## src/rtl/shared_net_drive_arbiter_pkg.sv

```systemverilog
// Shared types and width helpers for the shared-net drive arbiter.
package shared_net_arb_pkg;

  // Arbiter FSM states.
  typedef enum logic [1:0] {
    IDLE = 2'd0,
    OWN  = 2'd1,
    TURN = 2'd2
  } arb_state_t;

  // Wide enough for TURN_CYC up to 7.
  localparam int unsigned TURN_CW = 3;

  // Width of an owner index for n drivers (at least one bit).
  function automatic int unsigned id_width(input int unsigned n);
    return (n > 1) ? $clog2(n) : 1;
  endfunction

endpackage

```

## src/rtl/shared_net_drive_arbiter_if.sv

```systemverilog
// Driver-side request/data bundle and net enable/readback signals.
interface shared_net_drive_arbiter_if
  import shared_net_arb_pkg::*;
#(
  parameter int unsigned N_REQ = 4,
  parameter int unsigned DW    = 8
);
  localparam int unsigned IW = id_width(N_REQ);

  logic [N_REQ-1:0]    req;
  logic [N_REQ*DW-1:0] req_data;
  logic [N_REQ-1:0]    gnt;
  logic [IW-1:0]       owner_id;
  logic                bus_oe;
  logic [DW-1:0]       bus_dout;
  logic [DW-1:0]       bus_din;
  logic                err_clr;
  logic                contention_err;

  // Requesters and the net readback path.
  modport master (
    output req, req_data, bus_din, err_clr,
    input  gnt, owner_id, bus_oe, bus_dout, contention_err
  );

  // The arbiter.
  modport slave (
    input  req, req_data, bus_din, err_clr,
    output gnt, owner_id, bus_oe, bus_dout, contention_err
  );
endinterface

```

## src/rtl/shared_net_drive_arbiter_rr_pick.sv

```systemverilog
// Combinational round-robin picker: first requester at or after ptr.
module rr_pick
  import shared_net_arb_pkg::*;
#(
  parameter  int unsigned N_REQ = 4,
  localparam int unsigned IW    = id_width(N_REQ)
) (
  input  logic [N_REQ-1:0] req,
  input  logic [IW-1:0]    ptr,
  output logic             any_req,
  output logic [IW-1:0]    winner
);

  int unsigned idx;

  // Scan from the pointer, wrapping, and keep the first hit.
  always_comb begin
    any_req = 1'b0;
    winner  = '0;
    idx     = 0;
    for (int unsigned i = 0; i < N_REQ; i++) begin
      idx = (32'(ptr) + i) % N_REQ;
      if (!any_req && req[idx]) begin
        any_req = 1'b1;
        winner  = IW'(idx);
      end
    end
  end

endmodule

```

## src/rtl/shared_net_drive_arbiter.sv

```systemverilog
// Shared-net ownership arbiter: round-robin grant, bus-off turnaround,
// hold-time preemption and readback contention detection.
// Optional: define BUS_PARK_EN to let the last owner keep driving in IDLE.
module shared_net_drive_arbiter
  import shared_net_arb_pkg::*;
#(
  parameter int unsigned N_REQ    = 4,
  parameter int unsigned DW       = 8,
  parameter int unsigned TURN_CYC = 1,
  parameter int unsigned MAX_HOLD = 16
) (
  input logic                  clk,
  input logic                  rst_n,
  shared_net_drive_arbiter_if.slave bus
);

  localparam int unsigned IW = id_width(N_REQ);
  localparam int unsigned HW = (MAX_HOLD > 0) ? $clog2(MAX_HOLD + 1) : 1;

  arb_state_t           state_q, state_d;
  logic [N_REQ-1:0]     gnt_q, gnt_d;
  logic [IW-1:0]        owner_q, owner_d;
  logic [IW-1:0]        ptr_q, ptr_d;
  logic [HW-1:0]        hold_q, hold_d;
  logic [TURN_CW-1:0]   turn_q, turn_d;
  logic                 oe_q, oe_d;
  logic                 first_q, first_d;
  logic                 err_q, err_d;
  logic                 any_req;
  logic [IW-1:0]        win;
  logic                 grant;
  logic                 drop;
  logic                 force_rel;
  logic                 chk;
  logic [N_REQ-1:0]     others;
  logic [DW-1:0]        dout;
`ifdef BUS_PARK_EN
  logic                 parked_q, parked_d;
`endif

  rr_pick #(.N_REQ(N_REQ)) u_pick (
    .req     (bus.req),
    .ptr     (ptr_q),
    .any_req (any_req),
    .winner  (win)
  );

  // Net data follows the registered owner; zero while not enabled.
  always_comb begin
    dout = oe_q ? bus.req_data[32'(owner_q)*DW +: DW] : '0;
  end

  assign bus.gnt            = gnt_q;
  assign bus.owner_id       = owner_q;
  assign bus.bus_oe         = oe_q;
  assign bus.bus_dout       = dout;
  assign bus.contention_err = err_q;

  // Release conditions and contention-check window.
  always_comb begin
    others    = bus.req & ~(N_REQ'(1) << owner_q);
    drop      = !bus.req[owner_q];
    force_rel = (MAX_HOLD != 0) && (hold_q == HW'(MAX_HOLD)) && (|others);
    chk       = (state_q == OWN) && !first_q;
`ifdef BUS_PARK_EN
    chk       = chk || ((state_q == IDLE) && oe_q);
`endif
  end

  // Next-state, grant and counter logic.
  always_comb begin
    state_d = state_q;
    gnt_d   = gnt_q;
    owner_d = owner_q;
    ptr_d   = ptr_q;
    hold_d  = hold_q;
    turn_d  = turn_q;
    oe_d    = oe_q;
    first_d = 1'b0;
    grant   = 1'b0;
`ifdef BUS_PARK_EN
    parked_d = parked_q;
`endif
    unique case (state_q)
      IDLE: begin
        if (any_req) begin
`ifdef BUS_PARK_EN
          if (parked_q && (win != owner_q)) begin
            state_d = TURN;
            turn_d  = TURN_CW'(TURN_CYC - 1);
            oe_d    = 1'b0;
          end else begin
            grant = 1'b1;
          end
`else
          grant = 1'b1;
`endif
        end
      end
      OWN: begin
        if (drop || force_rel) begin
          state_d = TURN;
          turn_d  = TURN_CW'(TURN_CYC - 1);
          gnt_d   = '0;
          oe_d    = 1'b0;
        end else if (hold_q < HW'(MAX_HOLD)) begin
          hold_d = hold_q + HW'(1);
        end
      end
      TURN: begin
        if (turn_q == '0) begin
          if (any_req) begin
            grant = 1'b1;
          end else begin
            state_d = IDLE;
`ifdef BUS_PARK_EN
            oe_d = parked_q;
`else
            oe_d = 1'b0;
`endif
          end
        end else begin
          turn_d = turn_q - TURN_CW'(1);
        end
      end
      default: state_d = IDLE;
    endcase
    if (grant) begin
      state_d = OWN;
      gnt_d   = N_REQ'(1) << win;
      owner_d = win;
      ptr_d   = (win == IW'(N_REQ - 1)) ? '0 : win + IW'(1);
      hold_d  = HW'(1);
      oe_d    = 1'b1;
      first_d = 1'b1;
`ifdef BUS_PARK_EN
      parked_d = 1'b1;
`endif
    end
  end

  // Sticky contention flag; a new mismatch beats a clear.
  always_comb begin
    err_d = err_q;
    if (chk && (bus.bus_din != dout)) begin
      err_d = 1'b1;
    end else if (bus.err_clr) begin
      err_d = 1'b0;
    end
  end

  // State and output registers.
  always_ff @(posedge clk or negedge rst_n) begin
    if (!rst_n) begin
      state_q <= IDLE;
      gnt_q   <= '0;
      owner_q <= '0;
      ptr_q   <= '0;
      hold_q  <= '0;
      turn_q  <= '0;
      oe_q    <= 1'b0;
      first_q <= 1'b0;
      err_q   <= 1'b0;
`ifdef BUS_PARK_EN
      parked_q <= 1'b0;
`endif
    end else begin
      state_q <= state_d;
      gnt_q   <= gnt_d;
      owner_q <= owner_d;
      ptr_q   <= ptr_d;
      hold_q  <= hold_d;
      turn_q  <= turn_d;
      oe_q    <= oe_d;
      first_q <= first_d;
      err_q   <= err_d;
`ifdef BUS_PARK_EN
      parked_q <= parked_d;
`endif
    end
  end

endmodule
```

## src/flat_wrapper.sv

```systemverilog
// flat-port wrapper written by rule: the top's interface ports become plain ports
module shared_net_drive_arbiter_flat import shared_net_arb_pkg::*;
#(
  parameter int unsigned N_REQ    = 4,
  parameter int unsigned DW       = 8,
  parameter int unsigned TURN_CYC = 1,
  parameter int unsigned MAX_HOLD = 16
)
  (clk, rst_n, bus_req, bus_req_data, bus_bus_din, bus_err_clr, bus_gnt, bus_owner_id, bus_bus_oe, bus_bus_dout, bus_contention_err);
  shared_net_drive_arbiter_if #(.N_REQ(N_REQ), .DW(DW)) bus_i ();
  input logic clk;
  input logic rst_n;
  input wire logic [$bits(bus_i.req)-1:0] bus_req;
  input wire logic [$bits(bus_i.req_data)-1:0] bus_req_data;
  input wire logic [$bits(bus_i.bus_din)-1:0] bus_bus_din;
  input wire logic [$bits(bus_i.err_clr)-1:0] bus_err_clr;
  output wire logic [$bits(bus_i.gnt)-1:0] bus_gnt;
  output wire logic [$bits(bus_i.owner_id)-1:0] bus_owner_id;
  output wire logic [$bits(bus_i.bus_oe)-1:0] bus_bus_oe;
  output wire logic [$bits(bus_i.bus_dout)-1:0] bus_bus_dout;
  output wire logic [$bits(bus_i.contention_err)-1:0] bus_contention_err;
  assign bus_i.req = bus_req;
  assign bus_i.req_data = bus_req_data;
  assign bus_i.bus_din = bus_bus_din;
  assign bus_i.err_clr = bus_err_clr;
  assign bus_gnt = bus_i.gnt;
  assign bus_owner_id = bus_i.owner_id;
  assign bus_bus_oe = bus_i.bus_oe;
  assign bus_bus_dout = bus_i.bus_dout;
  assign bus_contention_err = bus_i.contention_err;
  shared_net_drive_arbiter #(.N_REQ(N_REQ), .DW(DW), .TURN_CYC(TURN_CYC), .MAX_HOLD(MAX_HOLD)) u_core (.clk(clk), .rst_n(rst_n), .bus(bus_i));
endmodule
```

## config.mk

```make
export PLATFORM = sky130hd
export DESIGN_NAME = shared_net_drive_arbiter_flat
export DESIGN_NICKNAME = d
export VERILOG_FILES = /design/src/rtl/shared_net_drive_arbiter_pkg.sv /design/src/rtl/shared_net_drive_arbiter_if.sv /design/src/rtl/shared_net_drive_arbiter_rr_pick.sv /design/src/rtl/shared_net_drive_arbiter.sv /design/src/flat_wrapper.sv
export SDC_FILE = /design/constraint.sdc
export NUM_CORES = 1
export LEC_CHECK = 0
export CAP_MARGIN = 0
export CORE_ASPECT_RATIO = 1.25
export CORE_MARGIN = 2
export CORE_UTILIZATION = 36
export DETAILED_ROUTE_END_ITERATION = 12
export GPL_ROUTABILITY_DRIVEN = 0
export PLACE_DENSITY = 0.68
export REMOVE_ABC_BUFFERS = 1
export SYNTH_ARGS = -nofsm -noshare
export SYNTH_HDL_FRONTEND = slang
export SYNTH_SLANG_ARGS = --single-unit
export TNS_END_PERCENT = 20
```

## constraint.sdc

```tcl
create_clock -name clk -period 3.8 [get_ports clk]
set_clock_uncertainty 0.2 [all_clocks]
set_input_delay 1.14 -clock clk [delete_from_list [all_inputs] [get_ports clk]]
set_output_delay 1.14 -clock clk [all_outputs]
set_load 0.05 [all_outputs]
```

### Word-level counts from Yosys, hierarchy flattened

Cells that the tools add are included.

| storage, ports and cells | value |
|---|---|
| register bits | 21 |
| latch bits | 0 |
| output and inout bits | 16 |
| bits in writable memories | 0 |
| memories | 0 |
| logic and storage cells | 110 |
| ROM bits | 0 |

| cells by class | value |
|---|---|
| add/sub/neg operators | 6 |
| equal/unequal tests | 12 |
| bitwise logic cells | 2 |
| mux-type cells | 46 |
| shifts and indexed selects | 3 |
| reduce and logical (&&, ||, !) cells | 26 |
| order comparisons | 6 |
| divide/modulo/power cells | 0 |
| $mul | 0 |

Operator list:

| kind | number |
|---|---|
| 32-bit by 6-bit variable part select with 8-bit output | 1 |
| 5-bit 2-to-1 mux | 4 |
| 1-bit 2-to-1 mux | 18 |
| 2-bit 2-to-1 mux | 9 |
| 2-bit by 3-bit less-than comparator with 1-bit output, second input constant | 5 |
| 4-bit 2-to-1 mux | 3 |
| 1-bit binary-select mux with 2-bit select | 5 |
| 2-bit nonzero test | 5 |
| 8-bit 2-to-1 mux | 1 |
| 8-bit != test | 1 |
| 4-bit AND reduction | 2 |
| 1-bit by 2-bit << shifter with 4-bit output, first input constant | 2 |
| 1-bit logical AND | 6 |
| 3-bit 2-to-1 mux | 2 |
| 2-bit one-hot mux with 3 select lines | 1 |
| 3-bit one-hot mux with 2 select lines | 1 |
| 3-bit AND reduction | 2 |
| 5-bit by 1-bit adder with 5-bit output, second input constant | 1 |
| 5-bit equality test, second input constant | 1 |
| 1-bit logical NOT | 5 |
| 5-bit less-than comparator, second input constant | 1 |
| 2-bit by 1-bit adder with 2-bit output, second input constant | 2 |
| 2-bit adder, second input constant | 2 |
| 4-bit bitwise AND | 1 |
| other kinds (16) | 20 |

### Longest topological paths before layout

| logic depth | value |
|---|---|
| word-level depth | 17 |
| depth in mapped cells | 8 |

### Hierarchy

From an unflattened synthesis, not the netlist that was laid out.

| second synthesis, totals | value |
|---|---|
| cell total of the unflattened synthesis | 169 |
| area total of the unflattened synthesis | 1660.3 µm² |

By module, submodules not included:

| module | times used | sequential area each (µm²) | area each (µm²) | cells an instance |
|---|---|---|---|---|
| shared_net_drive_arbiter | 1 | 525.5 | 1582.8 | 154 |
| rr_pick | 1 | 0.0 | 77.6 | 15 |

### Worst setup path before layout

No wires, ideal clock.

| timing path | value |
|---|---|
| path type | input -> output |
| start | input port bus_req_data[8] |
| end | output port bus_bus_dout[0] |
| required time | 2460 ps |
| buffers on the path | 0 |
| arrival | 2013 ps |
| stages on the path | 2 |
| setup slack | 447 ps |
| path through | mux4_1 and2_1 |

| between the ends | value |
|---|---|
| longest elaborated chain between the ends | 2 |

RTL lines:

| what | RTL line | RTL |
|---|---|---|
| start: declaration | flat_wrapper.sv:14 | `input wire logic [$bits(bus_i.req_data)-1:0] bus_req_data;` |
| 32-bit by 6-bit variable part select with 8-bit output | shared_net_drive_arbiter.sv:50 | `dout = oe_q ? bus.req_data[32'(owner_q)*DW +: DW] : '0;` |
| 8-bit 2-to-1 mux | shared_net_drive_arbiter.sv:50 |  |
| end: declaration | flat_wrapper.sv:20 | `output wire logic [$bits(bus_i.bus_dout)-1:0] bus_bus_dout;` |

Every way passes these cells.

### Final worst setup path

| timing path | value |
|---|---|
| start | input port bus_req_data[25] |
| end | output port bus_bus_dout[1] |

The elaborated chain is that of the path after synthesis.

==> results.md <==
* Run status: finished clean
* CTS HTree Levels at 1
* Crit end category: primary output
* Layout Cells excl Fill at around 300
* Share of post-route cells with drive strength above 1 at approximately 16%
* Crit-path cells: clkdlybuf4s50_1 > mux4_2 > and2_2 > buf_4
* Hold Worst Slack at approximately 0.24 ns
* Syn_area_per_cell at ~9.8 um2
* Worst vdd ir at between 0.3 and 0.4 mV
* Hpwl dp at approximately 3.2 mm
* Most common cell after layout, fill and taps aside: clkdlybuf4s50_1
* Final worst path period share at 99.25%
* Vias in the first global route at 1539
* Crit path arrival time at around 2.4 ns
* Hold Crit Start: u_core.first_q$_DFF_PN0_
* CP max-delay cell: mux4_2
* Critical path class: primary input to primary output
* First-pass detailed-route iteration total at 4
* Worst min path class: flop to flop
* Max-slew violations at 0
* CTS tree: done
* Worst-path clk slew at ~0.07 ns
* Nets at roughly 310
* EDFF count, synth at 0
* Clk buf depth at 2
* Main synth FF type: dfrtp_1
* Most frequent cells in the layout: 54 x clkdlybuf4s50_1, 21 x dfrtp_1, 17 x inv_1, 17 x buf_4
* Full die area at 0.005293 mm2
* End point of the critical path: bus_bus_dout[1]
* Final setup TNS at 0 ns
* RSZ-0062 raised after global routing: false
* IO Count at 63
* Area of the multi-input gates at 0.001066 mm2
* GRT Overall Usage at 15.97%
* Critical path peak fanout at 2
* Via-to-Cell Ratio at around 5.2
* Setup Buffers After CTS at 0
* Reg-to-reg setup timing slack at approximately 1.1 ns
* Sequential Area at 525.5 um2
* CP top delay family: buffers and inverters
* Leak at 1.051 nW
* Worst-Skew Late Latency at between 0.2 and 0.3 ns
* Seq/Total Area, Yosys at roughly 31%
* Worst Setup SP: bus_req_data[25]
* DP Cell Count at between 200 and 300
* Pwr Total at ~1.9 mW
* WP depth at 4
* Core region area at around 0.0045 mm2
* Synth Warn # at 0
* Num CTS Buffers at 3
* FF-to-FF End: u_core.bus.contention_err$_DFFE_PN0P_
* WP data required at between 2 and 2.5 ns
* CP startpoint kind: primary input
* Gr ovfl total at 0
* FMAX at 0.2651 GHz
* Wire per inst at 13.63 um
* Fillers at 424
* Input/output buffers at 62
* Synth-to-Final Area Change at 44.22%
* Starting Density at 38.13%
* Initial antenna violation count at 0
* WL final at 4.131 mm
* Worst slew margin at between 50 and 60%
* Max-cap violations at 0
* Final hold vios at 0
* Antenna Violating Nets Remaining at 0
* PwrDens at between 700 and 800 mW/mm2
* WP buf/inv at 2
* Post-synth cell types at 47
* Flops & latches, synth at 21
* Final WS setup at between 0.02 and 0.03 ns
* Synthesized instance count at roughly 170
* First-pass GRT wire length at just under 7 mm
* Worst-margin pin slew at 0.6736 ns
* Root buffer cell: clkbuf_8
* Place WS at between 0.02 and 0.025 ns
* Worst reg-to-reg path cell count at 7
* Die Wd at between 60 and 70 um
* Synthesized cell area at approximately 0.0017 mm2
* Die height at about 81 um
* Largest net degree at the start of global routing at 22
* RR Startpoint: u_core.bus.owner_id[0]$_DFFE_PN0P_
* Asr flop ratio synth at 100.0%
* Drt first-iter violations at 39
* Min Tclk post-route at 3.772 ns
* DR vias at ~1600
* # diodes at 0
* DRC at 0
* Clk sinks at 21
* Row count at 27
* Setup violators final at 0
* Max stage delay on crit path at ~0.47 ns
how the worst min path moves through the flow:
stage / endpoint / depth (start not counted)
after global routing: u_core.bus.contention_err$_DFFE_PN0P_ / 1
after detailed placement: u_core.bus.contention_err$_DFFE_PN0P_ / 1
after global placement: u_core.bus.contention_err$_DFFE_PN0P_ / 1
after CTS: u_core.bus.contention_err$_DFFE_PN0P_ / 1
final: u_core.bus.contention_err$_DFFE_PN0P_ / 1
after floorplan: u_core.bus.contention_err$_DFFE_PN0P_ / 1
report_power, final:
group,switching (mW),total [mW],internal [mW]
Combinational,0.720,1.29,0.572
Clock,0.0726,0.147,0.0746
Sequential,0.132,0.443,0.311
logic make-up (layout without fill, tap and decap cells):
| kind of cell | Yosys count | in the layout | synth area share (%) |
|---|---|---|---|
| AOI/OAI and AO/OA | 47 | 47 | 18.91 |
| xor gates and xnor gates | 5 | 5 | 2.575 |
| adders and majority gates | 12 | 12 | 8.830 |
| buffers and inverters | 22 | 93 | 5.960 |
| DFF | 21 | 21 | 30.90 |
| muxes | 12 | 12 | 14.64 |
| and+or+nand+nor | 55 | 55 | 18.17 |
through the flow:
stage,util [%],cell area (um2)
final,54.99,2452
after global routing,54.99,2452
after CTS,55.08,2456
after detailed placement,54.07,2411
after global placement,54.07,2411
after floorplan,-,1663
timing repair:
action / 4_1_cts / 5_1_grt
gates resized for setup: 0 / 3
endpoints found under the setup margin: 0 / 3
hold buffers: 0 / 0
sequential cells by signal, indices dropped and copies added, names as in the netlist:
register / count
u_core.hold_q: 5
u_core.bus.gnt: 4
u_core.turn_q: 3
u_core.bus.owner_id: 2
u_core.ptr_q: 2
u_core.state_q: 2
u_core.bus.bus_oe: 1
u_core.bus.contention_err: 1
u_core.first_q: 1
per-layer routing:
metal | vias to the layer above | global-route usage, % | part of all wire (%)
met5 | - | 0 | 0
li1 | 782 | - | -
met3 | 2 | 1.939 | 6.0
met1 | 757 | 18.77 | 42
met4 | 0 | 3.750 | 0.41
met2 | 46 | 30.61 | 51
Yosys cell counts (2+ instances only):
master | instances | area share, %
a21o_1 | 2 | 0.88
a21oi_1 | 10 | 2.9
a22o_1 | 4 | 2.1
a22oi_1 | 2 | 0.88
a31oi_1 | 3 | 1.1
a32o_1 | 2 | 1.2
and2_1 | 6 | 2.2
and2_2 | 2 | 0.88
clkbuf_1 | 2 | 0.44
dfrtp_1 | 21 | 31
ha_1 | 12 | 8.8
inv_1 | 17 | 3.8
mux2i_1 | 2 | 1.2
mux4_1 | 4 | 6.2
mux4_2 | 5 | 6.6
nand2_1 | 12 | 2.6
nand3_1 | 5 | 1.5
nor2_1 | 12 | 2.6
nor2b_1 | 2 | 0.74
nor3_1 | 3 | 0.88
nor3b_1 | 2 | 0.88
nor4_1 | 2 | 0.74
o21a_1 | 2 | 0.88
o21ai_0 | 10 | 2.9
o22ai_1 | 3 | 1.1
o2bb2ai_1 | 2 | 1.0
or3_1 | 2 | 0.74
xnor2_1 | 4 | 2.1
worst reg2reg max path, stage by stage (launching register included):
cell     delay [ns]
dfrtp_1        0.78
mux4_2         0.60
buf_4          0.16
xor2_1         0.13
o22ai_1        0.18
a22oi_1        0.12
nor4_1         0.29
o32ai_1        0.11
final cells by class:
| class | instances | share of cell area, % |
|---|---|---|
| Multi-Input combinational cell | 131 | 43.47 |
| Timing Repair Buffer | 72 | 27.70 |
| Sequential cell | 21 | 21.43 |
| Tap cell | 58 | 2.959 |
| Inverter | 17 | 2.602 |
| Clock buffer | 4 | 1.837 |
Power figures use the tool's default switching activity.
